File: config.mk
export PLATFORM = sky130hd
export DESIGN_NAME = sipo_deserializer
export DESIGN_NICKNAME = d
export VERILOG_FILES = /design/src/rtl/sipo_pkg.sv /design/src/rtl/sipo_shift_core.sv /design/src/rtl/sipo_deserializer.sv
export SDC_FILE = /design/constraint.sdc
export NUM_CORES = 1
export LEC_CHECK = 0
export ABC_AREA = 1
export CORE_ASPECT_RATIO = 1.5
export CORE_MARGIN = 2
export CORE_UTILIZATION = 30
export DETAILED_ROUTE_END_ITERATION = 8
export PLACE_DENSITY = 0.52
export SYNTH_ARGS = -nofsm -noshare
export SYNTH_HDL_FRONTEND = slang
export SYNTH_SLANG_ARGS = --single-unit
File: constraint.sdc
create_clock -name clk -period 1.8 [get_ports clk]
set_input_delay 0.36 -clock clk [delete_from_list [all_inputs] [get_ports clk]]
set_output_delay 0.36 -clock clk [all_outputs]
set_load 0.1 [all_outputs]
File: src/rtl/sipo_pkg.sv
// Shared constants and state encoding for the serial-in/parallel-out deserializer.
// Bit-order selectors and the two-state word-assembly FSM encoding live here.
package sipo_pkg;

  localparam logic DIR_LSB_FIRST = 1'b0;
  localparam logic DIR_MSB_FIRST = 1'b1;

  typedef enum logic {
    ST_IDLE  = 1'b0,
    ST_SHIFT = 1'b1
  } state_t;

endpackage

File: src/rtl/sipo_shift_core.sv
// Word-assembly core: shift register, bit counter, per-word direction latch and FSM.
// Presents the completed word combinationally with a one-cycle word_done pulse.
module sipo_shift_core
  import sipo_pkg::*;
#(
  parameter int WIDTH = 4,
  parameter int CNT_W = $clog2(WIDTH)
) (
  input  logic             clk,
  input  logic             rst,
  input  logic             ser_in,
  input  logic             ser_valid,
  input  logic             frame_start,
  input  logic             dir,
  output logic [WIDTH-1:0] word,
  output logic             word_done,
  output logic [CNT_W-1:0] bit_cnt,
  output state_t           state
);

  state_t           state_nx;
  logic [WIDTH-1:0] sr, sr_nx, shifted;
  logic [CNT_W-1:0] cnt_nx;
  logic             word_dir, word_dir_nx;
  logic             start;
  logic             use_dir;

  always_ff @(posedge clk) begin
    if (rst) begin
      state    <= ST_IDLE;
      sr       <= '0;
      bit_cnt  <= '0;
      word_dir <= DIR_LSB_FIRST;
    end else begin
      state    <= state_nx;
      sr       <= sr_nx;
      bit_cnt  <= cnt_nx;
      word_dir <= word_dir_nx;
    end
  end

  always_comb begin
    state_nx    = state;
    sr_nx       = sr;
    cnt_nx      = bit_cnt;
    word_dir_nx = word_dir;
    word_done   = 1'b0;

    // A new word begins either from IDLE or on a resync strobe; the first bit
    // must already use the freshly sampled dir, not the stale latched one.
    start   = ser_valid & (frame_start | (state == ST_IDLE));
    use_dir = start ? dir : word_dir;
    shifted = (use_dir == DIR_MSB_FIRST) ? {sr[WIDTH-2:0], ser_in}
                                         : {ser_in, sr[WIDTH-1:1]};
    word    = shifted;

    if (ser_valid) begin
      sr_nx = shifted;
      if (start) begin
        state_nx    = ST_SHIFT;
        cnt_nx      = CNT_W'(1);
        word_dir_nx = dir;
      end else if (bit_cnt == CNT_W'(WIDTH - 1)) begin
        state_nx  = ST_IDLE;
        cnt_nx    = '0;
        word_done = 1'b1;
      end else begin
        cnt_nx = bit_cnt + CNT_W'(1);
      end
    end
  end

endmodule

File: src/rtl/sipo_deserializer.sv
// Serial-to-parallel receiver: assembles WIDTH-bit words and hands them off through a
// single-entry holding register with a sticky overrun flag for words that found it full.
module sipo_deserializer
  import sipo_pkg::*;
#(
  parameter int WIDTH = 4,
  parameter int CNT_W = $clog2(WIDTH)
) (
  input  logic             clk,
  input  logic             rst,
  input  logic             ser_in,
  input  logic             ser_valid,
  input  logic             frame_start,
  input  logic             dir,
  output logic [WIDTH-1:0] par_out,
  output logic             par_valid,
  input  logic             par_ready,
  output logic             busy,
  output logic [CNT_W-1:0] bit_cnt,
  output logic             overrun,
  input  logic             clr_overrun
);

  logic [WIDTH-1:0] word;
  logic             word_done;
  state_t           core_state;
  logic             accept;
  logic             load;
  logic             drop;

  sipo_shift_core #(
    .WIDTH(WIDTH),
    .CNT_W(CNT_W)
  ) u_core (
    .clk        (clk),
    .rst        (rst),
    .ser_in     (ser_in),
    .ser_valid  (ser_valid),
    .frame_start(frame_start),
    .dir        (dir),
    .word       (word),
    .word_done  (word_done),
    .bit_cnt    (bit_cnt),
    .state      (core_state)
  );

  assign busy = (core_state == ST_SHIFT);

  // Handshake: a word transfers on any cycle where par_valid & par_ready are both high.
  // par_out is held stable while par_valid is high until that transfer occurs; a word
  // completing in the transfer cycle takes the slot directly, so there is no bubble.
  assign accept = par_valid & par_ready;
  assign load   = word_done & (~par_valid | par_ready);
  assign drop   = word_done & par_valid & ~par_ready;

  always_ff @(posedge clk) begin
    if (rst) begin
      par_out   <= '0;
      par_valid <= 1'b0;
      overrun   <= 1'b0;
    end else begin
      if (load) begin
        par_out   <= word;
        par_valid <= 1'b1;
      end else if (accept) begin
        par_valid <= 1'b0;
      end
      // A fresh drop outranks a simultaneous clear so no lost word goes unreported.
      if (drop) begin
        overrun <= 1'b1;
      end else if (clr_overrun) begin
        overrun <= 1'b0;
      end
    end
  end

endmodule

; Word-level counts from Yosys, hierarchy flattened
; Cells that the tools add are included.
[op_classes]
n_addsub = 1
eq_ne = 1
muxes = 13
n_bitwise = 10
reduce_logical = 4
[ops]
columns = op, count
row1 = $mux 1, 10
row2 = $reduce_bool 2->1, 3
row3 = $and 1x1->1, 5
row4 = $mux 2, 2
row5 = $mux 4, 1
row6 = $not 1->1, 3
row7 = $add 2x1->2 const B, 1
row8 = $eq 2x2->1 const B, 1
row9 = $or 1x1->1, 2
row10 = $reduce_and 2->1, 1
[word_totals]
ff_bits = 14
inputBits = 8
output_inout_bits = 9

; Longest topological paths before layout
; Gate-level depths: netlist of the first run.
[logic_depth]
ltp_word = 8
ltp_mapped = 8

; By module
; From an unflattened synthesis of the first run, not the netlist that was laid out.
[unflattened]
cells_unflattened = 101
hier_area_um2 = 688.2
[modules_own_cells]
columns = module, n_inst, cells_each, area_per_inst_um2, seq_area_each_um2
row1 = sipo_shift_core, 1, 65, 435.4, 160.2
row2 = sipo_deserializer, 1, 36, 252.7, 120.1

; Worst setup path before layout of the first run
; No wires, ideal clock.
[synth_timing]
path_type = flip-flop to flip-flop
from = reg u_core.state
to = reg par_out[3]
arrival_time_ns = 1.640
required_ns = 1.691
slack_ns = 0.051
stages_incl_launch_ff = 8
n_path_buf = 0
period_less_slack_ns = 1.749
path_cell_list = dfxtp_1 -> nand2_2 -> nor2_4 -> nand3_2 -> inv_2 -> nand3_1 -> nand2_1 -> inv_1
[synth_between]
elab_chain_len = 6
elab_cells_between_ends = 8
classes_between = mux (4) / bitwise (4)
[synth_lines]
columns = element, line_no
row1 = start: declaration, sipo_shift_core.sv:18  ; output state_t state
row2 = start signal: assignment, sipo_shift_core.sv:35  ; state <= state_nx;
row3 = $not 1->1 *, sipo_shift_core.sv:51  ; start = ser_valid & (frame_start | (state == ST_IDLE));
row4 = $or 1x1->1 *, sipo_shift_core.sv:51
row5 = $and 1x1->1 *, sipo_shift_core.sv:51
row6 = $mux 1, sipo_shift_core.sv:59  ; if (start) begin
row7 = $mux 1, sipo_shift_core.sv:57  ; if (ser_valid) begin
row8 = $and 1x1->1, sipo_deserializer.sv:53  ; assign load = word_done & (~par_valid | par_ready);
row9 = end signal: assignment, sipo_deserializer.sv:63  ; par_out <= word;
row10 = end: declaration, sipo_deserializer.sv:15  ; output logic [WIDTH-1:0] par_out,
; Every way passes the cells marked *; elsewhere a longest branch is shown, timed or not.
; A chain may end at the register's enable or synchronous reset.

; Worst setup path in the final report of the first run
[layout_timing]
from = in ser_valid
to = reg par_out[1]
[layout_between]
elab_chain_len = 4
elab_cells_between_ends = 6
classes_between = mux (4) / bitwise (2)
[layout_lines]
columns = element, line_no
row1 = start: declaration, sipo_deserializer.sv:12  ; input logic ser_valid,
row2 = $and 1x1->1, sipo_shift_core.sv:51
row3 = $mux 1, sipo_shift_core.sv:59
row4 = $mux 1, sipo_shift_core.sv:57
row5 = $and 1x1->1, sipo_deserializer.sv:53
; Several ways; a longest one is shown, not always the timed one.

==> metrics.txt, run 1 <==
outcome finished, final reports clean; n_diodes 0; Num CTS Buffers 3; Total Power 0.000630 W; Sw Pwr 0.000178 W; Die Y 61.4 um; Synth Register Bits 14; Layout Area Growth over Synthesis 46.6%; layout cells sized above 1 0.171; Setup Crit Path Kind in2reg; CP Buf/Inv Count 4; syn_area_per_cell 6.72 sq um; DRT iter0 DRCs 14; crit end category register; Leak Pwr 0.453 nW; CORE AREA 2050 sq um; max_cap viols 0; Worst Setup SP ser_valid; Max Root-Sink Buffers 2; Mapped Cells 98; antenna viol nets, final 0; sequential power share 0.529; Clock power frac 0.265; final total negative setup slack 0 ns; # DRC 0; Netlist cell types 14; Cell Pwr Density 653 nW/um^2; GRT Total Usage 0.117; period utilization 0.776; yosys warns 0; min cycle time layout 1.40 ns; setup bufs post-CTS 0; instance count on the critical path 8; Vias 625; Worst Setup EP par_out[1]; Max Slew Vio Count 0; boundary pin count 17; hpwl dp 1030 um; CP Data Required Time 1.97 ns; Worst Hold Class reg2reg; htree depth 1; CP delay by family, top buffers and inverters; unrepaired setup endpoints after global routing false; routed metal-1 wirelength 563 um; Synth Net Count 107; vias in the first global route 594; total gr overflow 0; clk_lat worst skew 0.27 ns; CP Max Fanout 7; CTS Sinks 14; worst r2r src u_core.state; Worst Max-Slew Pin Slew 0.239 ns; port buffer count 16; vias per cell 4.50; TritonCTS clock tree done; WL per Instance 9.27 um; Routed WL 1290 um; Int Pwr 0.000452 W; Pre-Repair DR Iteration Count 2; Critical Path Max Stage Delay 0.60 ns; root buffer cell clkbuf_4; post-CTS sizing 0; GPL Wtd Cong 0.871; cell mode on critical path inv_2; first-pass GRT wire length 2300 um; hold bufs inserted after CTS 0; sequential share of the synthesized area 0.426; largest net degree at the start of global routing 15; Die X 42.2 um; Slew HR 0.840; standard-cell rows 20; DR WL met2 646 um; Setup Skew 0.000707 ns; met3 routed WL 58 um; Starting Density 0.321; Cell Area, Synth 658 sq um; top routing layer used met4; initial antenna violation count 0; cell breakdown of the critical path clkdlybuf4s50_1 -> inv_2 -> nor2_4 -> nand3_2 -> inv_2 -> nand3_1 -> nand2_1 -> inv_1; switching share of total power 0.283; Worst EP arrival 1.57 ns; Final Net Count 128; r2r setup slk 0.62 ns; R2R cell count 7; FMAX 716 MHz; RR Endpoint u_core.sr[0]; Slowest cell on crit path clkdlybuf4s50_1; Comb pwr share 0.206; Final Hold Vio Count 0; Clock transition at path regs 0.07 ns; fill count 215; Core Util, Final 0.470; final setup fails 0; Peak supply drop 376 uV; area of the die 2590 sq um; CP startpoint kind input port
[cell families after synthesis]
kind of cell | after synthesis | share of synthesized area
buffers and inverters | 23 | 0.133
adders and majority gates | 1 | 0.0190
DFF | 14 | 0.426
AOI/OAI and AO/OA | 9 | 0.0684
and+or+nand+nor | 51 | 0.354
[cells in the final DEF (no fill, tap or decap), drive strengths merged]
master and count:
clkdlybuf4s50 7, a21oi 9, inv 21, nor3 1, dfxtp 14, ha 1, nand2 17, nor2 13
nand3 20, buf 11, clkbuf 3
[Yosys cell counts]
| cell type | n | area share |
|---|---|---|
| nand3_1 | 19 | 0.14 |
| inv_1 | 18 | 0.10 |
| inv_2 | 3 | 0.017 |
| a21oi_1 | 9 | 0.068 |
| nand2_1 | 16 | 0.091 |
| dfxtp_1 | 14 | 0.43 |
| nor3_1 | 1 | 0.0076 |
| ha_1 | 1 | 0.019 |
| nor2_1 | 12 | 0.068 |
| nand3_2 | 1 | 0.015 |
| nor2_4 | 1 | 0.017 |
| clkbuf_1 | 1 | 0.0057 |
| buf_2 | 1 | 0.0076 |
| nand2_2 | 1 | 0.0095 |
[tightest hold or removal path, stage by stage, from the launching register on]
cell and delay, ns:
dfxtp_1 0.34, nand2_1 0.07, a21oi_1 0.06
[power groups by stage]
stage               clock network, W  registers (W)  logic (W)
CTS                         0.000178       0.000334   0.000130
global placement                   0       0.000341   0.000130
finish                      0.000167       0.000333   0.000130
floorplan                          0       0.000370  0.0000485
global route                0.000180       0.000335   0.000144
detailed placement                 0       0.000341   0.000130
[sequential cells by signal, summed over array words and instances, names as in the netlist]
register	flops
par_out	4
overrun	1
u_core.sr	4
u_core.word_dir	1
u_core.bit_cnt	2
par_valid	1
u_core.state	1
[metal layers]
metal	up-vias	GRT usage
met3	2	0.0205
met1	268	0.129
met4	0	0.0804
met5	-	0
li1	344	-
met2	11	0.207
[worst min path at each step]
stage	cells past startpoint	endpoint	from	slack (ns)
6_report	2	overrun	overrun	0.51
5_1_grt	2	overrun	overrun	0.54
4_1_cts	2	overrun	overrun	0.52
3_5_place_dp	2	overrun	overrun	0.51
3_3_place_gp	2	overrun	overrun	0.49
2_1_floorplan	3	par_out[0]	rst	0.50
[area by class of cell]
type / count / area, sq um / area share
repair buffers: 18 / 265 / 0.275
well taps: 22 / 27.5 / 0.0285
clock buffers: 3 / 22.5 / 0.0233
flip-flops and latches: 14 / 280 / 0.291
inverters: 21 / 78.8 / 0.0817
multi-input cells: 61 / 290 / 0.301
[per-stage QoR]
| stage | instance area (sq um) | setup slack (ns) | hold WS, ns | instances |
|---|---|---|---|---|
| finish | 965 | 0.404 | 0.511 | 139 |
| global route | 965 | 0.252 | 0.539 | 139 |
| CTS | 965 | 0.411 | 0.521 | 139 |
| detailed placement | 942 | 0.116 | 0.510 | 136 |
| global placement | 942 | 0.142 | 0.492 | 136 |
| floorplan | 658 | 0.0511 | 0.505 | 98 |
(Power assumes the default switching activity.)
==> inputs of run 2 (changes only) <==
--- a/config.mk
+++ b/config.mk
@@ -10,7 +10,7 @@
 export CORE_MARGIN = 2
 export CORE_UTILIZATION = 30
 export DETAILED_ROUTE_END_ITERATION = 8
-export PLACE_DENSITY = 0.52
+export PLACE_DENSITY = 0.54
 export SYNTH_ARGS = -nofsm -noshare
 export SYNTH_HDL_FRONTEND = slang
 export SYNTH_SLANG_ARGS = --single-unit
==> constraint.sdc (replaced) <==
create_clock -name clk -period 1.1 [get_ports clk]
set_input_delay 0.22 -clock clk [delete_from_list [all_inputs] [get_ports clk]]
set_output_delay 0.22 -clock clk [all_outputs]
set_load 0.1 [all_outputs]
==> run 2 against run 1 <==
The flow now finishes with violations (setup timing). Total power rose by 90%. Final area rose by 25%. First-iteration DRC count fell by 36%. Sequential share of layout area fell by 4.0 points. Combinational power rose by 120%. Clock skew rose by 0.0014 ns. Hold slack got worse by 0.079 ns. Sequential power rose by 63%. Final cell count rose by 7.2%. Non-clock buffer count rose by 9. Critical endpoint is now busy.
==> metrics.txt, run 2 (synthesized netlist as in run 1, its figures left out) <==
root buffer cell clkbuf_4; leading registers by flop count par_out x4, u_core.sr x4, u_core.bit_cnt x2; dpl ws -0.452 ns (-0.568 ns); hpwl dp 1170 um (+14%); Peak supply drop 682 uV (+81%); boundary pin count 17 (unchanged); DRT iter0 DRCs 9 (-5); total gr overflow 0 (unchanged); failing checks setup timing; final setup fails 2 (+2); GPL Wtd Cong 0.867 (-0.42%); hold depth 4 (+2); vias per cell 4.74 (+5.5%); Worst Hold Path EP u_core.word_dir; WL per Instance 10.9 um (+17%); CP startpoint kind register; cell breakdown of the critical path buf_6 -> buf_12; unrepaired setup endpoints after global routing true; TritonCTS clock tree done; Worst Max-Slew Pin Slew 0.404 ns (+0.165 ns); max_cap viols 0 (unchanged); layout cells sized above 1 0.433 (+0.262); most frequent cells in the layout inv_1 (17), nand2_1 (13), nor2_1 (12), nand3_2 (10), buf_12 (10); Worst EP arrival 0.91 ns (-0.66 ns); clk_lat worst skew 0.28 ns (about the same); standard-cell rows 20 (unchanged); Setup Skew 0.00214 ns (+0.00144 ns); worst r2r src u_core.state; hold bufs inserted after CTS 0 (unchanged); R2R cell count 7 (unchanged); period utilization 1.03; Routed WL 1620 um (+26%); Die Y 61.4 um (unchanged); CP Data Required Time 0.88 ns (-1.09 ns); Max Slew Vio Count 0 (unchanged); Layout Area Growth over Synthesis 83.1%; Placed Cells 142 (+4.4%); Worst Setup SP u_core.state; area of the die 2590 sq um (unchanged); FMAX 884 MHz; Worst Hold Class in2reg; port buffer count 16 (unchanged); dpl cell area 1040 sq um (+10%); largest net degree at the start of global routing 15 (unchanged); Cell Pwr Density 996 nW/um^2 (+53%); CORE AREA 2050 sq um (unchanged); htree depth 1 (unchanged); Final Net Count 137 (+7.0%); GRT Total Usage 0.131 (+0.0139); min cycle time layout 1.13 ns; Starting Density 0.321 (unchanged); CP Max Fanout 2 (-5); first-pass GRT wire length 2600 um (+13%); Worst Hold Launch dir; Die X 42.2 um (unchanged); most common cell after layout, fill and taps aside inv_1; setup ws final -0.0306 ns (-0.434 ns); Clock transition at path regs 0.09 ns (+0.02 ns); Leak Pwr 0.560 nW (+24%); Max Root-Sink Buffers 2 (unchanged); initial antenna violation count 0 (unchanged); RR Endpoint par_out[3]; Slowest cell on crit path dfxtp_4; Final Hold Vio Count 0 (unchanged); Critical Path Max Stage Delay 0.36 ns (-0.24 ns); Setup Crit Path Kind reg2out; r2r setup slk 0.02 ns (-0.60 ns); Finished Cell Area 1200 sq um (+25%); vias in the first global route 687 (+16%); n_diodes 0 (unchanged); outcome finished with violations; Slew HR 0.730 (-0.109); Vias 707 (+13%); Pre-Repair DR Iteration Count 4 (+2); CTS Sinks 14 (unchanged); # DRC 0 (unchanged); crit end category output port; antenna viol nets, final 0 (unchanged); Num CTS Buffers 3 (unchanged); fill count 181 (-16%); Post-Layout Cell Count 149 (+7.2%)
run 2: where the power goes:
group	leakage, nW	switching, W	total, W	internal, W
sequential	0.120	0.0000198	0.000542	0.000523
clock	0.0210	0.000167	0.000369	0.000201
combinational	0.419	0.000162	0.000289	0.000127
total	0.560	0.000349	0.00120	0.000851
run 2: per-layer routing:
metal | wire length [um] | up-vias | part of all wire | global-route usage
li1 | - | 367 | - | -
met1 | 633 | 323 | 0.39 | 0.133
met2 | 889 | 13 | 0.55 | 0.259
met3 | 58 | 4 | 0.036 | 0.0176
met4 | 38 | 0 | 0.023 | 0.0670
met5 | 0 | - | 0 | 0
run 2: repair_timing:
| item | in CTS | in global routing |
|---|---|---|
| buffers inserted | 2 | 1 |
| pin swaps | 1 | 4 |
| endpoints found under the setup margin | 12 | 11 |
| resized for setup | 11 | 16 |
run 2: worst max path at each step:
stage                      end  slack [ns]  cells after the start
floorplan           par_out[3]       -0.09                      7
global placement    par_out[2]       -0.43                      8
detailed placement  par_out[2]       -0.45                      8
CTS                       busy       -0.03                      2
global route              busy       -0.06                      2
finish                    busy       -0.03                      2
run 2: stage by stage:
stage	hold WS [ns]	utilization	power (W)	TNS (ns)
after CTS	0.477	0.549	0.00118	-0.0505
after detailed placement	0.475	0.506	0.000797	-4.99
after floorplan	0.358	-	0.000687	-0.650
after global placement	0.472	0.506	0.000793	-4.72
final	0.433	0.587	0.00120	-0.0498
after global routing	0.450	0.587	0.00126	-0.346
run 2: critical path: cells and delay by family, from the launching register on:
kind	cells	cell delay, ns
buffers and inverters	2	0.27
DFF	1	0.36
run 2: cell type report:
class / instances / area (sq um) / area share
clock buffer: 4 / 36.3 / 0.0301
multi-input combinational: 61 / 400 / 0.332
timing repair buffer: 27 / 358 / 0.297
tap: 22 / 27.5 / 0.0228
sequential: 14 / 302 / 0.250
inverter: 21 / 81.3 / 0.0675
